--- config.mk ---
export PLATFORM = sky130hd
export DESIGN_NAME = rr_onehot_arbiter
export DESIGN_NICKNAME = d
export VERILOG_FILES = /design/src/rtl/rr_onehot_arbiter.sv
export SDC_FILE = /design/constraint.sdc
export NUM_CORES = 1
export LEC_CHECK = 0
export CAP_MARGIN = 20
export CORE_ASPECT_RATIO = 0.8
export CORE_UTILIZATION = 50
export DETAILED_ROUTE_END_ITERATION = 7
export PLACE_DENSITY = 0.73
export SYNTH_ARGS = -nofsm -noshare
export SYNTH_HDL_FRONTEND = slang
export SYNTH_SLANG_ARGS = --single-unit
--- constraint.sdc ---
create_clock -name clk -period 4.4 [get_ports clk]
set_input_delay 0.88 -clock clk [delete_from_list [all_inputs] [get_ports clk]]
set_output_delay 0.88 -clock clk [all_outputs]
set_load 0.005 [all_outputs]
--- src/rtl/rr_onehot_arbiter.sv ---
// rtl/rr_onehot_arbiter.sv - round-robin arbiter with registered one-hot grant held until ack
// Optional grant watchdog enabled by defining RR_ARB_GRANT_TIMEOUT_EN.
module rr_onehot_arbiter #(
  parameter int NUM_REQ        = 8,
  parameter int TIMEOUT_CYCLES = 16,
  localparam int IW            = $clog2(NUM_REQ)
) (
  input  logic               clk,
  input  logic               reset,
  input  logic [NUM_REQ-1:0] req,
  input  logic               ack,
  output logic [NUM_REQ-1:0] gnt,
  output logic [IW-1:0]      gnt_idx,
  output logic               gnt_valid,
  output logic               timeout
);

  typedef enum logic {IDLE, GRANT} state_t;

  state_t               state_q, state_d;
  logic [IW-1:0]        ptr_q, ptr_d;
  logic [NUM_REQ-1:0]   gnt_d;
  logic [IW-1:0]        idx_d;
  logic                 valid_d;
  logic                 expire;
  logic                 release_now;
  logic                 new_grant;
  logic [IW-1:0]        next_ptr;
  logic [IW-1:0]        base;
  logic                 found;
  logic [IW-1:0]        win_idx;

  // On release the scan starts just past the outgoing winner, giving it lowest priority.
  always_comb begin
    release_now = (state_q == GRANT) && (ack || expire);
    next_ptr    = (gnt_idx == IW'(NUM_REQ - 1)) ? '0 : gnt_idx + IW'(1);
    base        = release_now ? next_ptr : ptr_q;
    found       = 1'b0;
    win_idx     = '0;
    for (int k = 0; k < NUM_REQ; k++) begin
      int j;
      j = int'(base) + k;
      if (j >= NUM_REQ) j = j - NUM_REQ;
      if (!found && req[j]) begin
        found   = 1'b1;
        win_idx = IW'(j);
      end
    end
  end

  always_comb begin
    state_d   = state_q;
    ptr_d     = ptr_q;
    gnt_d     = gnt;
    idx_d     = gnt_idx;
    valid_d   = gnt_valid;
    new_grant = 1'b0;
    if ((state_q == IDLE) || release_now) begin
      if (release_now) ptr_d = next_ptr;
      gnt_d   = '0;
      idx_d   = '0;
      valid_d = 1'b0;
      state_d = IDLE;
      if (found) begin
        gnt_d[win_idx] = 1'b1;
        idx_d          = win_idx;
        valid_d        = 1'b1;
        state_d        = GRANT;
        new_grant      = 1'b1;
      end
    end
  end

  always_ff @(posedge clk) begin
    if (reset) begin
      state_q   <= IDLE;
      ptr_q     <= '0;
      gnt       <= '0;
      gnt_idx   <= '0;
      gnt_valid <= 1'b0;
    end else begin
      state_q   <= state_d;
      ptr_q     <= ptr_d;
      gnt       <= gnt_d;
      gnt_idx   <= idx_d;
      gnt_valid <= valid_d;
    end
  end

`ifdef RR_ARB_GRANT_TIMEOUT_EN
  localparam int WDW = $clog2(TIMEOUT_CYCLES + 1);

  logic [WDW-1:0] wd_q;

  // Expiry fires on the grant's TIMEOUT_CYCLES-th cycle; a concurrent ack takes precedence.
  assign expire = (state_q == GRANT) && !ack && (wd_q == WDW'(TIMEOUT_CYCLES - 1));

  always_ff @(posedge clk) begin
    if (reset) begin
      wd_q    <= '0;
      timeout <= 1'b0;
    end else begin
      timeout <= expire;
      if (new_grant || state_q != GRANT) wd_q <= '0;
      else                               wd_q <= wd_q + WDW'(1);
    end
  end
`else
  logic unused_timeout_cfg;
  assign unused_timeout_cfg = ^TIMEOUT_CYCLES ^ new_grant;
  assign expire  = 1'b0;
  assign timeout = 1'b0;
`endif

endmodule
==> summary.md <==
| Metric | Value |
|---|---|
| Status | `finished, final reports clean` |
| Layout cells sized above 1 | `0.211` |
| Setup Fix Bufs, Post-CTS | `0` |
| Slowest cell on the critical path | `ha_2` |
| Crit path launch type | `input port` |
| CP Max Fanout | `9` |
| Row count | `18` |
| Routed len/inst | `17.0 um` |
| Vias | `2023` |
| Setup TNS Final | `0 ns` |
| GRT Util Overall | `0.295` |
| Initial DRC Count | `178` |
| CP peak stage delay | `0.38 ns` |
| Die width | `68.6 um` |
| Hold Crit Start | `gnt[5]$_SDFFE_PP0P_` |
| Port Buffers | `22` |
| Post-Syn Area | `1780 um2` |
| Vias in the first global route | `1812` |
| Slew @ Worst Pin | `0.601 ns` |
| Yosys cell types | `64` |
| Clk root buf | `clkbuf_8` |
| Setup violators final | `0` |
| GRT overflow | `0` |
| Top cells by area, synth | `dfxtp_1, nand2_1, mux4_2, mux2i_1, nand3_1` |
| Htree depth | `1` |
| Synth top cells by count | `nand2_1, dfxtp_1, nand3_1` |
| Min-Delay Path Depth | `2` |
| Total core area | `3240 um2` |
| Final Max Tran Viols | `0` |
| Die ar. | `around 3800 um2` |
| Fin crit share | `0.857` |
| # DRC | `0` |
| Worst setup path class | `in -> reg` |
| Sequential fraction of the synthesis area | `0.169` |
| Yosys top cell area share | `0.169` |
| EDFF count, synth | `0` |
| Synth async-reset ratio | `0` |
| Syn avg cell area | `7.72 um2` |
| Insertion delay to the later sink of the worst-skew pair | `0.24 ns` |
| I/O pin count | `24` |
| Post-DP HPWL | `slightly above 4000 um` |
| Initial core utilization | `0.548` |
| Clk_skew | `0.00496 ns` |
| Die height | `55.3 um` |
| Hold-fix buffer count after cts | `0` |
| Worst min-delay path class | `reg -> reg` |
| RSZ-0062 raised after global routing | `false` |
| Final nets | `281` |
| Fin. Hold Viols | `0` |
| Crit path cell chain | `dlymetal6s2s_1 -> and4bb_2 -> nor2_4 -> inv_2 -> ha_2 -> nand2b_1 -> a211oi_1 -> buf_4 -> nor4_1 -> o21ai_1 -> and2_2 -> o41ai_2 -> mux2i_1 -> or2_1 -> o41ai_1` |
| Critical R2R Launch | `gnt_idx[0]$_SDFFE_PP0P_` |
| Syn Nets | `244` |
| Gp weighted congestion | `1.02` |
| Required @ worst endpoint | `4.54 ns` |
| P&R area growth vs syn | `24.9%` |
| Main synth FF type | `dfxtp_1` |
| CP arrival | `3.91 ns` |
| PwrDens | `442 nW/um2` |
| CTS Buffer Depth | `2` |
| Initial DRT Pass Iterations | `5` |
| Count leader, synth | `nand2_1` |
| Mapped Cells | `230` |
| Static leakage | `0.899 nW` |
| Vias per Instance | `6.61` |
| Reg clk slew, reported paths | `0.06 ns` |
| Cell taking the most area after synthesis | `dfxtp_1` |
| Max_cap viols | `0` |
| Num CTS Buffers | `3` |
| Seq cells post-synth | `15` |
| Diode count | `0` |
| Worst setup path start | `ack` |
| Final non-filler cell total | `about 310` |
| Largest net degree at the start of global routing | `16` |
| Final worst path period need | `3.77 ns` |
| Cells after DPL | `302` |
| Synthesis Warnings | `0` |
| R2r worst-path depth | `16` |
| Initial antenna violation count | `0` |
| CTS sink count | `15` |
| CP endpoint kind | `flip-flop` |
| Number of fill cells | `288` |
| Final WL | `5210 um` |
| Worst slew margin | `0.598` |
| Max Clk Rate | `265 MHz` |
| Worst Hold Slack | `0.460 ns` |
| CTS tree | `yes` |
| Remaining antenna violation count after routing | `0` |
| VDD IR max | `0.000313 V` |
| Global-route wire length before repair | `between 8000 and 9000 um` |
[cells by family after synthesis]
family,synth area share
flops,0.169
fa+ha+maj,0.0211
mux,0.121
simple gates,0.273
buf+inv,0.0563
compound gates,0.347
xor+xnor,0.00986
other cells,0.00211
[sequential cells by signal, summed over array words and instances, names as in the netlist]
name,flops
gnt,8
state_q,1
gnt_idx,3
ptr_q,3
[metrics by stage]
stage | instance area [um2] | worst slack [ns] | utilization | total power [mW]
after floorplan | 1780 | 0.265 | - | 0.633
after global placement | 2140 | 0.0181 | 0.660 | 0.842
after detailed placement | 2140 | 0.00427 | 0.660 | 0.842
after CTS | 2190 | 0.214 | 0.674 | 0.955
after global routing | 2220 | 0.371 | 0.684 | 1.05
final | 2220 | 0.629 | 0.684 | 0.981
[path summary, 6_finish.rpt]
kind / to / slack, ns
worst max-delay path: gnt[3]$_SDFFE_PP0P_ / 0.63
worst min-delay path: gnt[5]$_SDFFE_PP0P_ / 0.46
worst max register to register: gnt[3]$_SDFFE_PP0P_ / 0.72
worst min register to register: gnt[5]$_SDFFE_PP0P_ / 0.46
[layer usage]
| layer | global-route usage | part of all wire |
|---|---|---|
| met1 | 0.467 | 0.46 |
| met2 | 0.422 | 0.43 |
| met3 | 0.0496 | 0.10 |
| met4 | 0.0327 | 0.0058 |
| met5 | 0 | 0 |
[critical path, delay by kind of cell]
| family | cells | cell delay, ns |
|---|---|---|
| and+or+nand+nor | 6 | 1.30 |
| AOI/OAI and AO/OA | 4 | 0.86 |
| adders and majority gates | 1 | 0.38 |
| buffers and inverters | 3 | 0.36 |
| muxes | 1 | 0.13 |
[layout by cell type (no fill, tap or decap), drive strengths merged, types with 4 or more instances in the layout]
cell type       n
nor3            7
nor2           12
inv            10
nand2b          5
mux2i           9
and3            7
clkdlybuf4s50  21
o211ai          7
dfxtp          15
mux4            4
a21oi          12
a211oi          5
o31ai           5
buf            21
and2            4
clkbuf          4
nand3          14
o21ai          13
o41ai           7
nand2          31
[layout make-up]
cell class / count / area [um2] / area share
Multi-Input combinational cell: 194 / 1410 / 0.634
Tap cell: 40 / 50.0 / 0.0225
Sequential cell: 15 / 300 / 0.135
Clock buffer: 4 / 45.0 / 0.0203
Inverter: 10 / 37.5 / 0.0169
Timing Repair Buffer: 43 / 380 / 0.171
[where the power goes]
| part | total [mW] | internal, mW | switching, mW |
|---|---|---|---|
| sequential | 0.178 | 0.160 | 0.0172 |
| combinational | 0.696 | 0.315 | 0.381 |
| clock | 0.108 | 0.0640 | 0.0437 |
[what timing repair did]
item                                    in CTS  in global routing
endpoints found under the setup margin       0                  8
endpoints found under the hold margin        0                  0
gates resized for setup                      0                  7
Power figures use the tool's default switching activity.
